==> src/rtl/tile_fetch_engine_pkg.sv <==
// +----------------------------------------------------------------------------+
// | fetch_pkg : shared constants for the tile fetch engine                     |
// | Revision  : 1.0                                                            |
// +----------------------------------------------------------------------------+
`default_nettype none

package fetch_pkg;

  localparam int CH_WBI     = 0;
  localparam int CH_QKV     = 1;
  localparam int CH_WBI_FFN = 2;
  localparam int CH_SV      = 3;

  localparam logic [1:0] c_st_idle  = 2'd0;
  localparam logic [1:0] c_st_issue = 2'd1;
  localparam logic [1:0] c_st_drain = 2'd2;
  localparam logic [1:0] c_st_done  = 2'd3;

endpackage

`default_nettype wire

==> src/rtl/tile_fetch_engine_if.sv <==
// +----------------------------------------------------------------------------+
// | tile_fetch_engine_if : valid/ready output stream of the tile fetch engine  |
// | Revision             : 1.0                                                 |
// +----------------------------------------------------------------------------+
`default_nettype none

interface tile_fetch_engine_if #(
  parameter int DATA_WIDTH = 256
);
  logic [DATA_WIDTH-1:0] m_data;
  logic                  m_valid;
  logic                  m_ready;
  logic                  m_last;

  modport master (output m_data, output m_valid, output m_last, input  m_ready);
  modport slave  (input  m_data, input  m_valid, input  m_last, output m_ready);
endinterface

`default_nettype wire

==> src/rtl/tile_fetch_engine_rd_fifo.sv <==
// +----------------------------------------------------------------------------+
// | fetch_rd_fifo : synchronous FIFO absorbing BRAM returns under backpressure |
// | Revision      : 1.0                                                        |
// +----------------------------------------------------------------------------+
`default_nettype none

module fetch_rd_fifo #(
  parameter int  WIDTH = 257,
  parameter int  DEPTH = 4,
  localparam int CNT_W = $clog2(DEPTH + 1),
  localparam int PTR_W = (DEPTH > 1) ? $clog2(DEPTH) : 1
) (
  input  logic             clk,
  input  logic             rst,
  input  logic             push,
  input  logic [WIDTH-1:0] wdata,
  input  logic             pop,
  output logic [WIDTH-1:0] rdata,
  output logic [CNT_W-1:0] count,
  output logic             empty,
  output logic             full
);

  logic [WIDTH-1:0] r_mem [DEPTH];
  logic [PTR_W-1:0] r_wr_ptr;
  logic [PTR_W-1:0] r_rd_ptr;
  logic [CNT_W-1:0] r_count;
  logic             w_do_push;
  logic             w_do_pop;

  assign empty     = (r_count == '0);
  assign full      = (r_count == CNT_W'(DEPTH));
  assign count     = r_count;
  // A push into a full FIFO is accepted only when a pop frees a slot the same cycle.
  assign w_do_pop  = pop & ~empty;
  assign w_do_push = push & (~full | w_do_pop);
  assign rdata     = empty ? '0 : r_mem[r_rd_ptr];

  always_ff @(posedge clk) begin
    if (rst) begin
      r_wr_ptr <= '0;
      r_rd_ptr <= '0;
      r_count  <= '0;
    end else begin
      if (w_do_push) begin
        r_wr_ptr <= (r_wr_ptr == PTR_W'(DEPTH - 1)) ? '0 : r_wr_ptr + 1'b1;
      end
      if (w_do_pop) begin
        r_rd_ptr <= (r_rd_ptr == PTR_W'(DEPTH - 1)) ? '0 : r_rd_ptr + 1'b1;
      end
      r_count <= r_count + CNT_W'(w_do_push) - CNT_W'(w_do_pop);
    end
  end

  always_ff @(posedge clk) begin
    if (w_do_push) begin
      r_mem[r_wr_ptr] <= wdata;
    end
  end

endmodule

`default_nettype wire

==> src/rtl/tile_fetch_engine.sv <==
// +----------------------------------------------------------------------------+
// | tile_fetch_engine : multi-channel BRAM tile reader, row-major or transposed|
// | Revision          : 1.0                                                    |
// +----------------------------------------------------------------------------+
`default_nettype none

module tile_fetch_engine
  import fetch_pkg::*;
#(
  parameter int  ADDR_WIDTH = 16,
  parameter int  DATA_WIDTH = 256,
  parameter int  N_CH       = 4,
  parameter int  RD_LATENCY = 2,
  parameter int  DIM_W      = 10,
  localparam int CH_W       = (N_CH > 1) ? $clog2(N_CH) : 1
) (
  input  logic                       clk,
  input  logic                       rst,
  input  logic                       start,
  input  logic [CH_W-1:0]            cfg_ch_sel,
  input  logic [ADDR_WIDTH-1:0]      cfg_base_addr,
  input  logic [DIM_W-1:0]           cfg_rows,
  input  logic [DIM_W-1:0]           cfg_cols,
  input  logic [ADDR_WIDTH-1:0]      cfg_stride,
  input  logic                       cfg_transpose,
  output logic [N_CH-1:0]            bram_en,
  output logic [ADDR_WIDTH-1:0]      bram_addr,
  input  logic [N_CH*DATA_WIDTH-1:0] bram_dout,
  tile_fetch_engine_if.master        m_if,
  output logic                       busy,
  output logic                       done
);

  localparam int FIFO_DEPTH = RD_LATENCY + 2;
  localparam int CNT_W      = $clog2(FIFO_DEPTH + 1);

  logic [1:0]            r_state;
  logic [CH_W-1:0]       r_ch;
  logic [ADDR_WIDTH-1:0] r_addr;
  logic [ADDR_WIDTH-1:0] r_line;
  logic [ADDR_WIDTH-1:0] r_in_step;
  logic [ADDR_WIDTH-1:0] r_out_step;
  logic [DIM_W-1:0]      r_in_lim;
  logic [DIM_W-1:0]      r_out_lim;
  logic [DIM_W-1:0]      r_in_cnt;
  logic [DIM_W-1:0]      r_out_cnt;
  logic [RD_LATENCY-1:0] r_tag_v;
  logic [RD_LATENCY-1:0] r_tag_last;
  logic [CNT_W-1:0]      r_inflight;

  logic [CNT_W-1:0]      w_fifo_count;
  logic [CNT_W:0]        w_credit_sum;
  logic                  w_fifo_empty;
  logic                  w_fifo_full;
  logic                  w_issue;
  logic                  w_in_end;
  logic                  w_out_end;
  logic                  w_arrive;
  logic                  w_pop;
  logic [DATA_WIDTH-1:0] w_arr_data;
  logic [DATA_WIDTH:0]   w_fifo_rdata;

  // A read may only issue if every outstanding word already has a FIFO slot reserved.
  assign w_credit_sum = {1'b0, r_inflight} + {1'b0, w_fifo_count};
  assign w_issue      = (r_state == c_st_issue) && (w_credit_sum < (CNT_W + 1)'(FIFO_DEPTH));
  assign w_in_end     = (r_in_cnt == r_in_lim - 1'b1);
  assign w_out_end    = (r_out_cnt == r_out_lim - 1'b1);
  assign w_arrive     = r_tag_v[RD_LATENCY-1];
  assign w_pop        = m_if.m_valid & m_if.m_ready;

  assign busy      = (r_state == c_st_issue) || (r_state == c_st_drain);
  assign done      = (r_state == c_st_done);
  assign bram_addr = r_addr;

  always_comb begin
    bram_en = '0;
    if (w_issue) begin
      bram_en[r_ch] = 1'b1;
    end
  end

  always_comb begin
    w_arr_data = '0;
    for (int k = 0; k < N_CH; k++) begin
      if (r_ch == k[CH_W-1:0]) begin
        w_arr_data = bram_dout[k*DATA_WIDTH +: DATA_WIDTH];
      end
    end
  end

  // Inner/outer loop steps are swapped for transpose so one counter pair serves both orders.
  always_ff @(posedge clk) begin
    if (rst) begin
      r_state    <= c_st_idle;
      r_ch       <= '0;
      r_addr     <= '0;
      r_line     <= '0;
      r_in_step  <= '0;
      r_out_step <= '0;
      r_in_lim   <= '0;
      r_out_lim  <= '0;
      r_in_cnt   <= '0;
      r_out_cnt  <= '0;
    end else begin
      case (r_state)
        c_st_idle: begin
          if (start) begin
            r_ch       <= cfg_ch_sel;
            r_addr     <= cfg_base_addr;
            r_line     <= cfg_base_addr;
            r_in_step  <= cfg_transpose ? cfg_stride : ADDR_WIDTH'(1);
            r_out_step <= cfg_transpose ? ADDR_WIDTH'(1) : cfg_stride;
            r_in_lim   <= cfg_transpose ? cfg_rows : cfg_cols;
            r_out_lim  <= cfg_transpose ? cfg_cols : cfg_rows;
            r_in_cnt   <= '0;
            r_out_cnt  <= '0;
            r_state    <= ((cfg_rows == '0) || (cfg_cols == '0)) ? c_st_done : c_st_issue;
          end
        end
        c_st_issue: begin
          if (w_issue) begin
            if (w_in_end && w_out_end) begin
              r_state <= c_st_drain;
            end else if (w_in_end) begin
              r_in_cnt  <= '0;
              r_out_cnt <= r_out_cnt + 1'b1;
              r_line    <= r_line + r_out_step;
              r_addr    <= r_line + r_out_step;
            end else begin
              r_in_cnt <= r_in_cnt + 1'b1;
              r_addr   <= r_addr + r_in_step;
            end
          end
        end
        c_st_drain: begin
          if (w_pop && m_if.m_last) begin
            r_state <= c_st_done;
          end
        end
        default: begin
          r_state <= c_st_idle;
        end
      endcase
    end
  end

  always_ff @(posedge clk) begin
    if (rst) begin
      r_tag_v    <= '0;
      r_tag_last <= '0;
      r_inflight <= '0;
    end else begin
      r_tag_v[0]    <= w_issue;
      r_tag_last[0] <= w_issue && w_in_end && w_out_end;
      for (int i = 1; i < RD_LATENCY; i++) begin
        r_tag_v[i]    <= r_tag_v[i-1];
        r_tag_last[i] <= r_tag_last[i-1];
      end
      r_inflight <= r_inflight + CNT_W'(w_issue) - CNT_W'(w_arrive);
    end
  end

  fetch_rd_fifo #(
    .WIDTH (DATA_WIDTH + 1),
    .DEPTH (FIFO_DEPTH)
  ) u_fifo (
    .clk   (clk),
    .rst   (rst),
    .push  (w_arrive),
    .wdata ({r_tag_last[RD_LATENCY-1], w_arr_data}),
    .pop   (w_pop),
    .rdata (w_fifo_rdata),
    .count (w_fifo_count),
    .empty (w_fifo_empty),
    .full  (w_fifo_full)
  );

  assign m_if.m_valid = ~w_fifo_empty;
  assign m_if.m_data  = w_fifo_rdata[DATA_WIDTH-1:0];
  assign m_if.m_last  = w_fifo_rdata[DATA_WIDTH];

  a_no_overflow: assert property (@(posedge clk) disable iff (rst)
    !(w_arrive && w_fifo_full && !w_pop));

endmodule

`default_nettype wire
==> src/flat_wrapper.sv <==
// flat-port wrapper written by rule: the top's interface ports become plain ports
module tile_fetch_engine_flat import fetch_pkg::*;
#(
  parameter int  ADDR_WIDTH = 16,
  parameter int  DATA_WIDTH = 256,
  parameter int  N_CH       = 4,
  parameter int  RD_LATENCY = 2,
  parameter int  DIM_W      = 10,
  localparam int CH_W       = (N_CH > 1) ? $clog2(N_CH) : 1
)
  (clk, rst, start, cfg_ch_sel, cfg_base_addr, cfg_rows, cfg_cols, cfg_stride, cfg_transpose, bram_en, bram_addr, bram_dout, busy, done, m_if_m_data, m_if_m_valid, m_if_m_last, m_if_m_ready);
  tile_fetch_engine_if #(.DATA_WIDTH(DATA_WIDTH)) m_if_i ();
  input  logic clk;
  input  logic rst;
  input  logic start;
  input  logic [CH_W-1:0] cfg_ch_sel;
  input  logic [ADDR_WIDTH-1:0] cfg_base_addr;
  input  logic [DIM_W-1:0] cfg_rows;
  input  logic [DIM_W-1:0] cfg_cols;
  input  logic [ADDR_WIDTH-1:0] cfg_stride;
  input  logic cfg_transpose;
  output logic [N_CH-1:0] bram_en;
  output logic [ADDR_WIDTH-1:0] bram_addr;
  input  logic [N_CH*DATA_WIDTH-1:0] bram_dout;
  output logic busy;
  output logic done;
  output wire logic [$bits(m_if_i.m_data)-1:0] m_if_m_data;
  output wire logic [$bits(m_if_i.m_valid)-1:0] m_if_m_valid;
  output wire logic [$bits(m_if_i.m_last)-1:0] m_if_m_last;
  input wire logic [$bits(m_if_i.m_ready)-1:0] m_if_m_ready;
  assign m_if_m_data = m_if_i.m_data;
  assign m_if_m_valid = m_if_i.m_valid;
  assign m_if_m_last = m_if_i.m_last;
  assign m_if_i.m_ready = m_if_m_ready;
  tile_fetch_engine #(.ADDR_WIDTH(ADDR_WIDTH), .DATA_WIDTH(DATA_WIDTH), .N_CH(N_CH), .RD_LATENCY(RD_LATENCY), .DIM_W(DIM_W)) u_core (.clk(clk), .rst(rst), .start(start), .cfg_ch_sel(cfg_ch_sel), .cfg_base_addr(cfg_base_addr), .cfg_rows(cfg_rows), .cfg_cols(cfg_cols), .cfg_stride(cfg_stride), .cfg_transpose(cfg_transpose), .bram_en(bram_en), .bram_addr(bram_addr), .bram_dout(bram_dout), .m_if(m_if_i), .busy(busy), .done(done));
endmodule
==> config.mk <==
export PLATFORM = sky130hd
export DESIGN_NAME = tile_fetch_engine_flat
export DESIGN_NICKNAME = d
export VERILOG_FILES = /design/src/rtl/tile_fetch_engine_pkg.sv /design/src/rtl/tile_fetch_engine_if.sv /design/src/rtl/tile_fetch_engine_rd_fifo.sv /design/src/rtl/tile_fetch_engine.sv /design/src/flat_wrapper.sv
export SDC_FILE = /design/constraint.sdc
export NUM_CORES = 2
export LEC_CHECK = 0
export ABC_CLOCK_PERIOD_IN_PS = 11230
export CAP_MARGIN = 20
export CORE_AREA = 3 3 529 531
export DETAILED_ROUTE_END_ITERATION = 6
export DIE_AREA = 0 0 532 534
export PLACE_DENSITY = 0.4
export SYNTH_ARGS = -nofsm -noshare
export SYNTH_HDL_FRONTEND = slang
export SYNTH_SLANG_ARGS = --single-unit
==> constraint.sdc <==
create_clock -name clk -period 11.23 [get_ports clk]
set_input_delay 2.246 -clock clk [delete_from_list [all_inputs] [get_ports clk]]
set_output_delay 2.246 -clock clk [all_outputs]
set_load 0.03 [all_outputs]
# Yosys cells after proc, flatten, opt, wreduce, memory -nomap -nowiden
# Memories as Yosys holds them, arrays and structs flattened. A register that Yosys moved wholly into a read port is not among the register bits.
# Cells that the tools add are included.
# totals
reg_bits,122
latchBits,0
ram_bits,1028
mem_bits_ro,0
inputBits,1083
n_memories,1
# mem_list
name,words,width,read_ports,rd_ports_with_merged_regs,write_ports,line,source
u_core.u_fifo.r_mem,4,257,1,1,1,tile_fetch_engine_rd_fifo.sv:24,logic [WIDTH-1:0] r_mem [DEPTH];
# op_classes
addsub,13
mul,0
div,0
magnitude_cmp,3
eq_ne,17
shifts,0
mux,42
bitwise,6
n_reduce_logical,18
# op_table
op,n
256-bit two-way mux,4
257-bit two-way mux,1
16-bit two-way mux,9
10-bit two-way mux,9
16-bit one-hot mux with 2 select lines,2
10-bit one-hot mux with 2 select lines,2
16-bit adder,2
10-bit by 1-bit adder with 10-bit output (second input constant),2
10-bit equality test,2
10-bit logical NOT,2
10-bit by 1-bit subtractor with 10-bit output (second input constant),2
2-bit two-way mux,9
2-bit equality test (second input constant),6
2-bit != test (second input constant),4
4-bit AND reduction,2
3-bit by 1-bit adder with 3-bit output,2
1-bit logical AND,6
2-bit one-hot mux with 3 select lines,1
3-bit by 1-bit subtractor with 3-bit output,2
5-bit AND reduction,1
2-bit by 1-bit adder with 2-bit output (second input constant),2
3-bit by 3-bit adder with 4-bit output,1
2-bit by 1-bit equality test with 1-bit output (second input constant),2
2-bit logical NOT,2
15 further kinds,22

# Logic depth before layout (Yosys ltp)
# logic_depth
word_depth,8
mapped_depth,14
depth_no_buf,11

# Modules after synthesis
# From an unflattened synthesis, not the netlist that was laid out.
# unflattened
cells_unflattened,2864
hier_area_um2,52380.2
# by_module_without_submodules
module,instances,cells_per_inst,area_each_um2,seq_area_each_um2
fetch_rd_fifo,1,1676,39312.7,31049.8
tile_fetch_engine,1,1188,13067.5,2302.2

# Least setup slack after synthesis
# No wires, ideal clock.
# synth_path
path_kind,input -> register
startpoint,input m_if_m_ready
endpoint,memory u_core.u_fifo.r_mem[0][0] (enable)
setup_ns,0.651
t_arrival_ns,8.364
slack_ns,2.215
path_stages,2
n_path_buf,0
cell_sequence,o41a_1 and2_1
# synth_via
elab_chain_len,6
# synth_lines
element,line,source
from (decl),flat_wrapper.sv:30,input wire logic [$bits(m_if_i.m_ready)-1:0] m_if_m_ready;
1-bit AND,tile_fetch_engine.sv:69,assign w_pop = m_if.m_valid & m_if.m_ready;
1-bit AND,tile_fetch_engine_rd_fifo.sv:35,assign w_do_pop = pop & ~empty;
1-bit bitwise OR,tile_fetch_engine_rd_fifo.sv:36,assign w_do_push = push & (~full | w_do_pop);
1-bit AND,tile_fetch_engine_rd_fifo.sv:36,
1-bit two-way mux,tile_fetch_engine_rd_fifo.sv:56,if (w_do_push) begin
1-bit two-way mux (implied by the code),tile_fetch_engine_rd_fifo.sv:57,r_mem[r_wr_ptr] <= wdata;
to (decl),tile_fetch_engine_rd_fifo.sv:24,
# Every way passes these cells.

==> metrics.txt <==
status completed; Post-CTS Resized 0; sequential-to-total area share from yosys stat 63.7%; number of clock sinks 1152; Die Footprint 284000 sq um; hold buffer count at cts 0; Clock transition at path regs 0.06 ns; worst min-delay path category flip-flop to flip-flop; Avg Synthesized Cell Area 18.0 sq um; first-pass GRT wire length 319000 microns; share of the synthesized area in the top cell type 58.9%; first drt pass iteration count 7; ys async rst share 0%; routability-driven placement congestion ratio 0.880; post-synth top area cell edfxtp_1; Initial Util 19.0%; total grt overflow 0; Post-Synthesis Cells 2906; clk_lat worst skew 0.79 ns; WS Path Type flip-flop to primary output; startpoint type of the worst setup path flip-flop; Mapped Area 52400 sq um; fin crit period 6.48 ns; reg2reg end u_core.u_fifo.r_mem[1][3]; Period Utilization, post-route 57.7%; required time of the critical path 8.98 ns; fmax 154 MHz; port bufs 1362; Sum Neg Setup Slack 0 ns; H-Tree Depth 4; setup bufs post-CTS 0; worst-margin pin slew 1.19 ns; #FFs+latches synth 1152; fin area 75100 sq um; Vias/cell 4.21; vias in the first global route 35800; GRT Util Overall 16.2%; final core occ 27.2%; max-cap check violation count 0; post-DR wirelength/cell 29.2 microns; Slowest-stage cell, CP dfxtp_4; Antenna Nets Post-Route 0; worst-path fanout max 78; LEAKAGE 23.4 nW; syn_nets 4042; Post-route DRC 0; number of CTS-inserted buffers 142; post-synth cell types 72; synth top area cells edfxtp_1, mux4_2, dfxtp_1; CP Cell Sequence buf_4, buf_12, mux4_2, and2_1, clkdlybuf4s50_1; prevailing post-synth register cell edfxtp_1; Total Routed Length 237000 microns; Hold Path End u_core.r_tag_last[1]; delay of the slowest critical-path stage 0.79 ns; core area 276000 sq um; initial antenna violation count 109; CTS tree built; fraction of layout cells with a size suffix above 1 18.1%; Clock Tree Buf Depth 3; Critical Path AT 4.23 ns; Power Density 212 nW/um^2; RSZ-0062 raised after global routing no; commonest non-fill, non-tap cell in the layout clkdlybuf4s50_1; worst slew margin relative to its limit 20.5%; Core Rows 193; DPL Wire Length 181000 microns; WHS 0.440 ns; nets 5397; number of synthesized flops with an enable pin 1028; clock skew 0.0301 ns; Root Driver clkbuf_16; via count of the routed design 34100; most frequent cells in the layout clkdlybuf4s50_1, edfxtp_1, mux4_2, and2_1, clkbuf_16; Die Wd 532 microns; Setup crit end kind primary output; final setup violation count 0; r2r setup slk 6.52 ns; P&R area growth vs syn 43.4%; IO Count 1363; Crit Reg-Reg Startpoint u_core.r_ch[0]; placed inst area 70400 sq um; Slew Viols, Final 0; Ys Warns 0; path depth of the worst reg2reg path 5; VDD IR max 141 uV; initial DRC count 2208; hold depth 1; Hold Vio Cnt, Final 0; hold path start u_core.r_tag_last[0]; die height 534 microns; pin count of the biggest net entering global routing 119
area by class of cell:
type,instances,area (sq um)
well taps,3705,4640
multi-input cells,1520,18100
flip-flops and latches,1152,33400
repair buffers,1411,14100
diodes,28,70.1
clock inverters,77,872
inverters,34,128
clock buffers,176,3780
fillers,27900,201000
how the worst max path moves through the flow:
stage | slack (ns) | depth (start not counted) | startpoint | endpoint
after global placement | 5.20 | 5 | m_if_m_ready | u_core.u_fifo.r_mem[1][197]
after CTS | 4.51 | 5 | flip-flop | m_if_m_data[217]
after global routing | 4.45 | 5 | flip-flop | m_if_m_data[218]
after detailed placement | 5.21 | 5 | m_if_m_ready | u_core.u_fifo.r_mem[1][196]
after floorplan | 2.22 | 2 | m_if_m_ready | u_core.u_fifo.r_mem[0][0]
final | 4.75 | 5 | flip-flop | m_if_m_data[180]
cells in the mapped netlist (4+ instances only):
| master | number |
|---|---|
| a221oi_1 | 5 |
| or3_1 | 15 |
| nand3_1 | 45 |
| nor4_1 | 11 |
| nor2_1 | 81 |
| xnor2_1 | 27 |
| ha_1 | 49 |
| a21oi_1 | 88 |
| inv_1 | 32 |
| edfxtp_1 | 1028 |
| nor3b_1 | 5 |
| or4_1 | 8 |
| fa_1 | 4 |
| and3_1 | 5 |
| and4_1 | 4 |
| o211ai_1 | 6 |
| xor2_1 | 20 |
| buf_1 | 88 |
| nor3_1 | 24 |
| o22ai_1 | 4 |
| a2111oi_0 | 4 |
| a211oi_1 | 36 |
| nor2b_1 | 11 |
| mux4_2 | 513 |
| buf_2 | 7 |
| nand2_1 | 90 |
| o31ai_1 | 8 |
| o221a_2 | 5 |
| nand3b_1 | 15 |
| nand2b_1 | 10 |
| and2_1 | 266 |
| o21ai_0 | 33 |
| o21a_1 | 12 |
| a31oi_1 | 14 |
| clkbuf_1 | 102 |
| a21o_1 | 4 |
| dfxtp_1 | 124 |
| nand4_1 | 10 |
| o41ai_1 | 6 |
| mux2i_1 | 36 |
flip-flops by register name, summed over array words and instances (netlist names), named ones only:
name and cells:
u_core.u_fifo.r_mem 1028, u_core.bram_addr 16, u_core.r_in_step 16, u_core.r_line 16, u_core.r_out_step 16, u_core.r_in_cnt 10
u_core.r_in_lim 10, u_core.r_out_cnt 10, u_core.r_out_lim 10, u_core.r_inflight 3, u_core.u_fifo.count 3, u_core.r_ch 2
u_core.r_state 2, u_core.r_tag_last 2, u_core.r_tag_v 2, u_core.u_fifo.r_rd_ptr 2, u_core.u_fifo.r_wr_ptr 2
kinds of logic after synthesis:
group / share of synthesized area [%]
compound gates: 3.26
xor+xnor: 0.786
fa+ha+maj: 1.32
buf+inv: 1.73
flops: 63.7
mux: 22.8
simple gates: 6.46
report_power, final:
| part | internal [mW] | switching [mW] | total, mW |
|---|---|---|---|
| combinational | 2.48 | 3.67 | 6.15 |
| clock | 2.67 | 1.89 | 4.56 |
| sequential | 5.08 | 0.177 | 5.25 |
| total | 10.2 | 5.74 | 16.0 |
critical path, delay by kind of cell (launching register included):
| family | cells | cell delay, ns |
|---|---|---|
| buffers and inverters | 3 | 1.50 |
| DFF | 1 | 0.79 |
| muxes | 1 | 0.59 |
| and+or+nand+nor | 1 | 0.17 |
through the flow:
stage / setup slack (ns) / power [mW] / instances
after CTS: 4.51 / 16.3 / 8074
final: 4.75 / 16.0 / 8103
after detailed placement: 5.21 / 11.6 / 7821
after global routing: 4.45 / 16.7 / 8086
after global placement: 5.20 / 11.6 / 7821
after floorplan: 2.22 / 8.67 / 2906
routing by layer:
metal | GRT usage [%] | routed length [microns]
met2 | 26.8 | 113000
met3 | 5.59 | 19800
met4 | 3.11 | 3940
met5 | 0 | 284
met1 | 20.6 | 99300
Power figures use the tool's default switching activity.
